===== config.mk =====
export PLATFORM = sky130hd
export DESIGN_NAME = rv_alu_decode
export DESIGN_NICKNAME = d
export VERILOG_FILES = /design/src/rtl/rv_alu_decode.sv
export SDC_FILE = /design/constraint.sdc
export NUM_CORES = 1
export LEC_CHECK = 0
export CAP_MARGIN = 20
export CORE_UTILIZATION = 48
export CTS_BUF_LIST = sky130_fd_sc_hd__clkbuf_8
export DETAILED_ROUTE_END_ITERATION = 10
export PLACE_DENSITY = 0.87
export SLEW_MARGIN = 10
export SYNTH_ARGS = -nofsm -noshare
export SYNTH_HDL_FRONTEND = slang
export SYNTH_SLANG_ARGS = --single-unit

===== constraint.sdc =====
create_clock -name clk_i -period 2.9 [get_ports clk_i]
set_input_delay 0.58 -clock clk_i [delete_from_list [all_inputs] [get_ports clk_i]]
set_output_delay 0.58 -clock clk_i [all_outputs]
set_load 0.01 [all_outputs]

===== src/rtl/rv_alu_decode.sv =====
`default_nettype none
// ============================================================================
// Module      : rv_alu_decode
// Description : RV32I ALU-control decoder with a single-entry registered
//               valid/ready output stage (OP, OP-IMM, LOAD, STORE, LUI).
// Revision    : 1.0 - initial release
// ============================================================================
module rv_alu_decode (
    input  logic        clk_i,
    input  logic        rst_i,
    input  logic [31:0] instr_i,
    input  logic        in_valid_i,
    output logic        in_ready_o,
    input  logic        flush_i,
    input  logic        out_ready_i,
    output logic        out_valid_o,
    output logic [3:0]  aluctrl_o,
    output logic        alusrc_o,
    output logic [31:0] imm_o,
    output logic [4:0]  rs1_o,
    output logic [4:0]  rs2_o,
    output logic [4:0]  rd_o,
    output logic        regwrite_o,
    output logic        illegal_o
);

    // ALU operation codes
    localparam logic [3:0] C_ALU_SUB  = 4'b0000;
    localparam logic [3:0] C_ALU_ADD  = 4'b0001;
    localparam logic [3:0] C_ALU_SLL  = 4'b0010;
    localparam logic [3:0] C_ALU_SLT  = 4'b0011;
    localparam logic [3:0] C_ALU_SLTU = 4'b0100;
    localparam logic [3:0] C_ALU_XOR  = 4'b0101;
    localparam logic [3:0] C_ALU_SRA  = 4'b0110;
    localparam logic [3:0] C_ALU_SRL  = 4'b0111;
    localparam logic [3:0] C_ALU_OR   = 4'b1000;
    localparam logic [3:0] C_ALU_AND  = 4'b1001;

    // Major opcodes
    localparam logic [6:0] C_OPC_OP     = 7'b0110011;
    localparam logic [6:0] C_OPC_OPIMM  = 7'b0010011;
    localparam logic [6:0] C_OPC_LOAD   = 7'b0000011;
    localparam logic [6:0] C_OPC_STORE  = 7'b0100011;
    localparam logic [6:0] C_OPC_LUI    = 7'b0110111;

    localparam logic [6:0] C_F7_BASE = 7'b0000000;
    localparam logic [6:0] C_F7_ALT  = 7'b0100000;

    logic [6:0]  opcode;
    logic [2:0]  funct3;
    logic [6:0]  funct7;
    logic        bad;
    logic [3:0]  alu_raw;
    logic        alusrc_raw;
    logic        regwrite_raw;
    logic [31:0] imm_raw;

    logic [3:0]  aluctrl_d,  aluctrl_q;
    logic        alusrc_d,   alusrc_q;
    logic [31:0] imm_d,      imm_q;
    logic [4:0]  rs1_d,      rs1_q;
    logic [4:0]  rs2_d,      rs2_q;
    logic [4:0]  rd_d,       rd_q;
    logic        regwrite_d, regwrite_q;
    logic        illegal_d,  illegal_q;
    logic        out_valid_q;
    logic        accept;

    assign opcode = instr_i[6:0];
    assign funct3 = instr_i[14:12];
    assign funct7 = instr_i[31:25];

    // Combinational decode of the incoming instruction word
    always_comb begin
        bad          = 1'b0;
        alu_raw      = C_ALU_ADD;
        alusrc_raw   = 1'b0;
        regwrite_raw = 1'b0;
        imm_raw      = 32'd0;
        rs1_d        = instr_i[19:15];
        rs2_d        = instr_i[24:20];
        rd_d         = instr_i[11:7];

        case (opcode)
            C_OPC_OP, C_OPC_OPIMM: begin
                regwrite_raw = 1'b1;
                if (opcode == C_OPC_OPIMM) begin
                    alusrc_raw = 1'b1;
                    imm_raw    = {{20{instr_i[31]}}, instr_i[31:20]};
                end
                case (funct3)
                    3'b000: begin
                        // OP-IMM has no subtract; its upper bits are immediate
                        if (opcode == C_OPC_OPIMM || funct7 == C_F7_BASE)
                            alu_raw = C_ALU_ADD;
                        else if (funct7 == C_F7_ALT)
                            alu_raw = C_ALU_SUB;
                        else
                            bad = 1'b1;
                    end
                    3'b001: begin
                        alu_raw = C_ALU_SLL;
                        bad     = (funct7 != C_F7_BASE);
                    end
                    3'b101: begin
                        if (funct7 == C_F7_BASE)
                            alu_raw = C_ALU_SRL;
                        else if (funct7 == C_F7_ALT)
                            alu_raw = C_ALU_SRA;
                        else
                            bad = 1'b1;
                    end
                    default: begin
                        case (funct3)
                            3'b010:  alu_raw = C_ALU_SLT;
                            3'b011:  alu_raw = C_ALU_SLTU;
                            3'b100:  alu_raw = C_ALU_XOR;
                            3'b110:  alu_raw = C_ALU_OR;
                            default: alu_raw = C_ALU_AND;
                        endcase
                        // Register form requires a zero funct7 for these ops
                        bad = (opcode == C_OPC_OP) && (funct7 != C_F7_BASE);
                    end
                endcase
            end
            C_OPC_LOAD: begin
                alusrc_raw   = 1'b1;
                regwrite_raw = 1'b1;
                imm_raw      = {{20{instr_i[31]}}, instr_i[31:20]};
            end
            C_OPC_STORE: begin
                alusrc_raw = 1'b1;
                imm_raw    = {{20{instr_i[31]}}, instr_i[31:25], instr_i[11:7]};
            end
            C_OPC_LUI: begin
                alusrc_raw   = 1'b1;
                regwrite_raw = 1'b1;
                rs1_d        = 5'd0;
                imm_raw      = {instr_i[31:12], 12'd0};
            end
            default: bad = 1'b1;
        endcase

        // Unsupported encodings collapse to a harmless, non-writing add
        illegal_d  = bad;
        aluctrl_d  = bad ? C_ALU_ADD : alu_raw;
        alusrc_d   = bad ? 1'b0 : alusrc_raw;
        regwrite_d = bad ? 1'b0 : regwrite_raw;
        imm_d      = bad ? 32'd0 : imm_raw;
    end

    assign in_ready_o = (!out_valid_q || out_ready_i) && !flush_i;
    assign accept     = in_valid_i && in_ready_o;

    // Output stage: reset beats flush, flush beats accept, accept beats drain
    always_ff @(posedge clk_i) begin
        if (rst_i) begin
            out_valid_q <= 1'b0;
            aluctrl_q   <= C_ALU_ADD;
            alusrc_q    <= 1'b0;
            imm_q       <= 32'd0;
            rs1_q       <= 5'd0;
            rs2_q       <= 5'd0;
            rd_q        <= 5'd0;
            regwrite_q  <= 1'b0;
            illegal_q   <= 1'b0;
        end else if (flush_i) begin
            out_valid_q <= 1'b0;
        end else if (accept) begin
            out_valid_q <= 1'b1;
            aluctrl_q   <= aluctrl_d;
            alusrc_q    <= alusrc_d;
            imm_q       <= imm_d;
            rs1_q       <= rs1_d;
            rs2_q       <= rs2_d;
            rd_q        <= rd_d;
            regwrite_q  <= regwrite_d;
            illegal_q   <= illegal_d;
        end else if (out_ready_i) begin
            out_valid_q <= 1'b0;
        end
    end

    assign out_valid_o = out_valid_q;
    assign aluctrl_o   = aluctrl_q;
    assign alusrc_o    = alusrc_q;
    assign imm_o       = imm_q;
    assign rs1_o       = rs1_q;
    assign rs2_o       = rs2_q;
    assign rd_o        = rd_q;
    assign regwrite_o  = regwrite_q;
    assign illegal_o   = illegal_q;

endmodule
`default_nettype wire


==> results.tsv, run 1 <==
metric	value	unit
status	finished clean	
cts_tree	yes	
netlist_instances	284	
regToRegStartpoint	out_valid_o	
num_rows	25	
syn-num-nets	321	
yosys_warnings	0	
critPathKind	in -> reg	
crit_family	compound AO/OA/AOI/OAI gates	
cts-resized-gates	0	
core_area	4755	µm²
required	3150	ps
p_leak	1.228	nW
arrival	2810	ps
yosys.area.top_type_share	0.4593	
synth_edf_count	0	
dieWidth	72.67	µm
synthesis.area	2397	µm²
dieArea	5281	µm²
cts_root_buf	clkbuf_8	
track_usage	0.2504	
routedWlPerCell	14.38	µm
antenna_found_initial	0	
fin_crit_sh	0.8811	
cts_max_level	2	
ys_types	44	
num_io_pins	93	
start_util	0.5042	
synth.area.top_cells	dfxtp_1, nand2_1, a21oi_1	
diodes	0	
max_stage_delay	530	ps
design_area	3482	µm²
reg2regPathDepth	4	
fin_util	0.7324	
yosysSeqAreaShare	0.4593	
grt_max_degree	23	
slowest_stage	nor4_1	
syn2layout_area_growth	45.25	%
io_buffers	92	
drive_gt1_frac	0.09284	
dp_hpwl	4809	µm
crit_path_max_fanout	6	
place_area	3391	µm²
place_inst	436	
final_common_cell	clkdlybuf4s50_1	
path_clk_slew	100	ps
cp-end-kind	flip-flop	
slew_headroom	0.6528	
regToRegSetupSlack	1190	ps
grt-ovfl-total	0	
cts_hold_buf	0	
worstMarginPinSlew	516.0	ps
nFillCells	379	
clock_skew	8.625	ps
hold_start	imm_o[20]	
min_path_cells	2	
path_cells	clkdlybuf4s50_1, nor4_1, a31oi_1, a211o_1, a2111oi_4, a22o_1	
hold_class	reg -> reg	
ys_ff_latch	55	
drc_errors	0	
clock_sinks	55	
min_to	imm_o[20]	
slew_violations	0	
vdd_drop_max	0.0003299	V
path_buf_inv	1	
power.density	408.9	nW/µm²
grt_pass1_vias	2216	
synth.avg_cell_area	8.441	µm²
r2r_end	imm_o[7]	
post_cts_buffers	0	
cts_max_path_buffers	2	
drv_cap	0	
vias_per_cell	5.426	
cp-start-kind	input pin	
ant_nets	0	
final_cell_count_no_fill	444	
drt_first_pass_iters	4	
die_h	72.67	µm
synth_area_leader_cell	dfxtp_1	
final_cell_mix	clkdlybuf4s50_1, nand2_1, dfxtp_1	
final.setup.tns	0	ps
yosys_most_used_dff	dfxtp_1	
cts_made_buffers	5	
fin_nets	413	
synth_async_sr_flop_share	0	
holdWs	457.7	ps
finalSetupViolCount	0	
place_congestion	0.9969	
first_iter_violations	120	
fmax	391.3	MHz
wirelength	6385	µm
clk_latency	310	ps
vias	2409	
rsz0062_at_grt	no	
hold_violations	0	
period_needed	2555	ps
grt_pass1_wl	10230	µm
## cell type report
class	instances	area, µm²	area share
Multi-Input combinational cell	204	1165	0.3345
Inverter	4	15.01	0.004312
Clock inverter	3	22.52	0.006468
Sequential cell	55	1101	0.3162
Clock buffer	5	68.82	0.01976
Timing Repair Buffer	106	1026	0.2946
Tap cell	67	83.83	0.02407
## metrics by stage
step / setup slack [ps] / power, W
CTS: 344.1 / 0.001429
detailed placement: 28.34 / 0.001010
finish: 344.7 / 0.001424
global route: 122.1 / 0.001488
floorplan: 842.7 / 0.0008958
global placement: 179.3 / 0.001006
## logic make-up (layout without fill, tap and decap cells)
logic type / count (synthesis) / count (layout) / synth area share
AO/OA/AOI/OAI: 99 / 99 / 0.2756
XOR/XNOR: 1 / 1 / 0.003654
buffers and inverters: 25 / 118 / 0.05688
flip-flops: 55 / 55 / 0.4593
AND/OR/NAND/NOR: 104 / 104 / 0.2046
## synth_stat cells (all sizes together), types with 2 or more instances
master and count:
a22oi 5, buf 5, clkbuf 15, nor2 17
a2bb2oi 2, nand2 58, a211oi 3, nand2b 2
inv 4, o31ai 20, and2 3, nor3b 6
o21ai 13, and3 2, dfxtp 55, nor3 3
or2b 2, a31oi 2, a22o 9, a21oi 40
nand3 3
## how the worst max path moves through the flow
| stage | end | cells past startpoint | startpoint | slack [ps] |
|---|---|---|---|---|
| 2_1_floorplan | imm_o[0] | 5 | instr_i[2] | 840 |
| 3_3_place_gp | imm_o[6] | 6 | instr_i[25] | 180 |
| 3_5_place_dp | imm_o[9] | 6 | instr_i[25] | 30 |
| 4_1_cts | imm_o[7] | 6 | instr_i[25] | 340 |
| 5_1_grt | imm_o[8] | 6 | instr_i[26] | 120 |
| 6_report | imm_o[7] | 6 | instr_i[25] | 340 |
## sequential cells by signal (all words and copies together), names as in the netlist
register / flops
rd_o: 5
regwrite_o: 1
imm_o: 32
alusrc_o: 1
rs2_o: 5
out_valid_o: 1
illegal_o: 1
rs1_o: 5
aluctrl_o: 4
## metal layers
layer / vias up / wire length, µm / track usage
met5: - / 0 / 0
met4: 0 / 102 / 0.08932
met3: 9 / 452 / 0.05801
met2: 96 / 3108 / 0.4133
met1: 1115 / 2721 / 0.3211
li1: 1189 / - / -
## report_power, final
| part | switching, W | total (W) | internal [W] |
|---|---|---|---|
| Sequential | 0.00000705 | 0.000775 | 0.000768 |
| Clock | 0.000256 | 0.000429 | 0.000173 |
| Combinational | 0.000110 | 0.000220 | 0.000110 |
## worst register-to-register path, cell delays in order (launching register included)
cell and delay [ps]:
dfxtp_1 320, or2b_2 180, nand4b_1 330, a2111oi_4 610
a22o_1 210
(Power assumes the default switching activity.)
==> run 2: changes to the inputs <==
==> constraint.sdc (replaced) <==
create_clock -name clk_i -period 3.3 [get_ports clk_i]
set_input_delay 0.66 -clock clk_i [delete_from_list [all_inputs] [get_ports clk_i]]
set_output_delay 0.66 -clock clk_i [all_outputs]
set_load 0.01 [all_outputs]
==> run 2 against run 1 <==
Effect of this change:
- clock skew shrank 3.1 ps
- die area unchanged
- final cell count shrank 1.4%
- final area shrank 1.5%
- global-route usage up 1.1 points
- hold slack worse by 1.5 ps
- clock power shrank 14%
- sequential power shrank 12%
- critical path depth did not move
- flip-flop and latch count did not move
- setup slack gained 330 ps
- critical path type unchanged
- critical endpoint is now imm_o[6]
==> results.tsv, run 2 (same netlist as run 1, synthesis figures left out) <==
metric	value	unit	change
place_congestion	1.002		+0.51%
rsz0062_at_grt	no		
combPwrFrac	0.153		-0.002
power_frac_seq	0.549		+0.005
io_buffers	92		unchanged
cts-resized-gates	0		unchanged
p_clk_frac	0.298		-0.003
p_leak	1.197	nW	-2.5%
num_rows	25		unchanged
cellInternalPower	0.0009134	W	-13%
fin_nets	407		-1.5%
cts_made_buffers	5		unchanged
slew_headroom	0.6178		-0.03506
routedWlPerCell	15.03	µm	+4.5%
dieArea	5281	µm²	unchanged
grt-ovfl-total	0		unchanged
grt_max_degree	23		unchanged
cts_max_path_buffers	2		unchanged
first_iter_violations	235		+96%
track_usage	0.2610		+0.01061
vias	2449		+1.7%
path_clk_slew	90	ps	about the same
min_path_cells	2		unchanged
syn2layout_area_growth	43.11	%	
cts_root_buf	clkbuf_8		
period_needed	2625	ps	
finalSetupViolCount	0		unchanged
antenna_found_initial	0		unchanged
clk_latency	320	ps	about the same
grt_pass1_wl	10630	µm	+3.9%
cts_hold_buf	0		unchanged
drv_cap	0		unchanged
clock_skew	5.543	ps	-3.082 ps
reg2regPathDepth	5		+1
hold_violations	0		unchanged
vdd_drop_max	0.0002458	V	-25%
arrival	2880	ps	+70 ps
required	3560	ps	+410 ps
start_util	0.5042		unchanged
vias_per_cell	5.591		+3.1%
dp_hpwl	4853	µm	+0.92%
power	0.001239	W	-13%
sw_frac_of_total	0.2629		+0.001396
cp-end-kind	flip-flop		
fin_util	0.7216		-0.01079
post_cts_buffers	0		unchanged
cp-start-kind	input pin		
diodes	0		unchanged
largest_reg_flops	32		unchanged
fin_crit_sh	0.7954		
final_cell_mix	clkdlybuf4s50_1, nand2_1, dfxtp_1		
p_sw	0.0003258	W	-13%
hold_start	imm_o[26]		
core_area	4755	µm²	unchanged
cts_tree	yes		
cts_max_level	2		unchanged
ant_nets	0		unchanged
cp-startpoint	instr_i[25]		
slew_violations	0		unchanged
dieWidth	72.67	µm	unchanged
clock_sinks	55		unchanged
hold_class	reg -> reg		
grt_pass1_vias	2257		+1.9%
status	finished clean		
worstMarginPinSlew	572.0	ps	+55.96 ps
drc_errors	0		unchanged
power.density	361.2	nW/µm²	-12%
regToRegStartpoint	out_valid_o		
critPathKind	in -> reg		
final.setup.tns	0	ps	unchanged
crit_path_max_fanout	6		unchanged
die_h	72.67	µm	unchanged
wirelength	6585	µm	+3.1%
num_io_pins	93		unchanged
fmax	381.0	MHz	
drive_gt1_frac	0.07547		-0.01737
drt_first_pass_iters	5		+1
final_common_cell	clkdlybuf4s50_1		
-- run 2: cell types whose count changed in the layout (fill, tap and decap cells not counted), sizes merged --
cell / previous run / this run
buf: 14 / 8
clkinvlp: 0 / 1
clkinv: 2 / 1
-- run 2: stage by stage --
| step | cell area [µm²] | hold WS, ps | instances | setup WS [ps] |
|---|---|---|---|---|
| 2_1_floorplan | 2397 | 477.4 | 284 | 1163 |
| 3_3_place_gp | 3346 | 433.5 | 430 | 487.1 |
| 3_5_place_dp | 3346 | 443.1 | 430 | 393.6 |
| 4_1_cts | 3431 | 462.5 | 438 | 713.6 |
| 5_1_grt | 3431 | 479.5 | 438 | 530.9 |
| 6_report | 3431 | 456.2 | 438 | 675.3 |
-- run 2: final cells by class --
type	count	area, µm²
Clock buffer	5	68.82
Timing Repair Buffer	100	980.9
Fill cell	405	1324
Clock inverter	3	16.27
Sequential cell	55	1101
Inverter	4	15.01
Multi-Input combinational cell	204	1165
Tap cell	67	83.83
-- run 2: layer usage --
layer | part of all wire | global-route usage | vias up
li1 | - | - | 1174
met1 | 0.43 | 0.3473 | 1145
met2 | 0.48 | 0.4164 | 121
met3 | 0.076 | 0.06077 | 9
met4 | 0.016 | 0.09150 | 0
met5 | 0 | 0 | -
-- run 2: worst paths after layout --
check,slack [ps],endpoint
worst max register to register,1630,rs1_o[0]
worst max-delay path,680,imm_o[6]
worst min-delay path,460,imm_o[26]
worst min register to register,460,imm_o[26]
-- run 2: power by group through the flow --
| stage | combinational (W) | sequential [W] | clock [W] |
|---|---|---|---|
| 6_report | 0.000190 | 0.000680 | 0.000369 |
| 3_3_place_gp | 0.000184 | 0.000695 | 0 |
| 2_1_floorplan | 0.0000865 | 0.000701 | 0 |
| 4_1_cts | 0.000188 | 0.000680 | 0.000370 |
| 5_1_grt | 0.000205 | 0.000682 | 0.000400 |
| 3_5_place_dp | 0.000188 | 0.000696 | 0 |
-- run 2: critical path: stages --
cell	delay (ps)
clkdlybuf4s50_1	470
nor4_1	510
a31oi_1	190
a211o_1	350
a2111oi_4	500
a22o_1	200
==> run 3: changes to the inputs <==
--- a/config.mk
+++ b/config.mk
@@ -6,10 +6,10 @@
 export NUM_CORES = 1
 export LEC_CHECK = 0
 export CAP_MARGIN = 20
-export CORE_UTILIZATION = 48
+export CORE_UTILIZATION = 41
 export CTS_BUF_LIST = sky130_fd_sc_hd__clkbuf_8
 export DETAILED_ROUTE_END_ITERATION = 10
-export PLACE_DENSITY = 0.87
+export PLACE_DENSITY = 0.79
 export SLEW_MARGIN = 10
 export SYNTH_ARGS = -nofsm -noshare
 export SYNTH_HDL_FRONTEND = slang
==> constraint.sdc (replaced) <==
create_clock -name clk_i -period 2.3 [get_ports clk_i]
set_input_delay 0.46 -clock clk_i [delete_from_list [all_inputs] [get_ports clk_i]]
set_output_delay 0.46 -clock clk_i [all_outputs]
set_load 0.01 [all_outputs]
==> run 3 against run 2 <==
Effect of this change:
- final area increased by 7.8%
- die area grew 17%
- flip-flop and latch count unchanged
- combinational power up 63%
- clock power up 42%
- highest routed layer unchanged
- setup slack got worse by 540 ps
- largest power group unchanged
- sequential share of layout area is 2.3 points lower
- global-route usage shrank 2.7 points
- via count increased by 1.5%
- routed wire length is 5.4% higher
- total power is 46% higher
- largest cell class is now non-clock buffers
==> results.tsv, run 3 (same netlist as run 1, synthesis figures left out) <==
metric	value	unit	change
place_inst	465		+8.1%
drv_cap	0		unchanged
place_ws	-264.6	ps	-658.1 ps
crit_path_max_fanout	6		unchanged
ant_nets	0		unchanged
clock_sinks	55		unchanged
vias	2486		+1.5%
final_common_cell	clkdlybuf4s50_1		
dieWidth	78.47	µm	+8.0%
dp_hpwl	5247	µm	+8.1%
cp-end-kind	flip-flop		
diodes	0		unchanged
drc_errors	0		unchanged
vias_per_cell	5.256		-6.0%
grt_util_met1	0.3046		-0.04266
grt_pass1_vias	2325		+3.0%
antenna_found_initial	0		unchanged
holdWs	457.5	ps	+1.282 ps
clock_skew	5.284	ps	-0.2587 ps
grt_max_degree	36		+57%
max_stage_delay	480	ps	-30 ps
power.density	489.8	nW/µm²	+36%
use_met3	0.06279		+0.002017
wirelength	6941	µm	+5.4%
cp-start-kind	input pin		
cts_made_buffers	5		unchanged
path_clk_slew	100	ps	about the same
required	2480	ps	-1080 ps
drt_first_pass_iters	5		unchanged
seqCellArea	1101	µm²	unchanged
period_needed	2162	ps	
cts_max_level	2		unchanged
hold_class	reg -> reg		
cts_tree	yes		
multi_input_area	1179	µm²	+1.2%
dieArea	6157	µm²	+17%
cts_root_buf	clkbuf_8		
arrival	2350	ps	-530 ps
global_route.peak_usage_layer	met2		
final.setup.tns	0	ps	unchanged
fin_crit_sh	0.9400		
drive_gt1_frac	0.1471		+0.07166
core_area	5574	µm²	+17%
fin_ws	138.0	ps	-537.3 ps
post_cts_buffers	0		unchanged
nFillCells	503		+24%
critPathKind	in -> reg		
path_cells	clkdlybuf4s50_1, or2b_2, a211oi_4, buf_4, a2bb2oi_1, o21ai_0		
hold_violations	0		unchanged
num_io_pins	93		unchanged
slew_headroom	0.6885		+0.07076
track_usage	0.2340		-0.02701
status	finished clean		
slowest_stage	clkdlybuf4s50_1		
vdd_drop_max	0.0003310	V	+35%
fmax	462.5	MHz	
first_iter_violations	127		-46%
syn2layout_area_growth	54.28	%	
largest_reg_flops	32		unchanged
place_congestion	0.8365		-17%
clk_latency	310	ps	about the same
finalSetupViolCount	0		unchanged
fin_nets	437		+7.4%
grt_pass1_wl	11350	µm	+6.8%
p_leak	1.384	nW	+16%
grt-ovfl-total	0		unchanged
worstMarginPinSlew	465.4	ps	-106.6 ps
die_h	78.47	µm	+8.0%
grt_util_met2	0.3816		-0.03483
slew_violations	0		unchanged
final_cell_count_no_fill	473		+8.0%
final_cell_mix	clkdlybuf4s50_1, nand2_1, dfxtp_1		
io_buffers	92		unchanged
routedWlPerCell	14.67	µm	-2.4%
start_util	0.4301		-0.07413
rsz0062_at_grt	no		
cts_max_path_buffers	2		unchanged
num_rows	27		+8.0%
==> run 3: cell count changes in the layout (fill, tap and decap cells not counted), sizes merged <==
cell           before  now
buf                 8   38
clkdlybuf4s50      92   88
dlymetal6s2s        0    4
==> run 3: worst paths after layout <==
path / start / endpoint / slack, ps / cells after the start
worst max-delay path: instr_i[4] / imm_o[0] / 140 / 6
worst min-delay path: imm_o[26] / imm_o[26] / 460 / 2
worst max register to register: out_valid_o / imm_o[11] / 690 / 6
worst min register to register: imm_o[26] / imm_o[26] / 460 / 2
==> run 3: what timing repair did <==
item,in CTS,in global routing
hold endpoints to repair,0,0
setup endpoints to repair,0,6
gates resized for setup,0,6
hold buffers,0,0
==> run 3: cell type report <==
class                   instances  area share
clock buffers                   5     0.01861
clock inverters                 3    0.004398
inverters                       4    0.004060
multi-input cells             204      0.3187
flip-flops and latches         55      0.2977
well taps                      72     0.02436
repair buffers                130      0.3322
==> run 3: critical path, delay by kind of cell <==
family / cells / cell delay, ps
compound gates: 3 / 890
simple gates: 1 / 340
buf+inv: 2 / 660
==> run 3: per-stage QoR <==
stage	cell area, µm²	power [W]	util
floorplan	2397	0.001129	-
global placement	3590	0.001302	0.6440
detailed placement	3590	0.001305	0.6440
CTS	3675	0.001817	0.6593
global route	3699	0.001888	0.6635
finish	3699	0.001812	0.6635
==> run 3: power by group <==
part	switching, W	total [W]	internal [W]
Sequential	0.00000887	0.000977	0.000968
Clock	0.000316	0.000525	0.000209
Combinational	0.000148	0.000310	0.000163
==> run 3: routing by layer <==
metal	part of all wire	wire length, µm
met5	0	0
met4	0.0095	66
met3	0.072	500
met2	0.47	3259
met1	0.45	3113
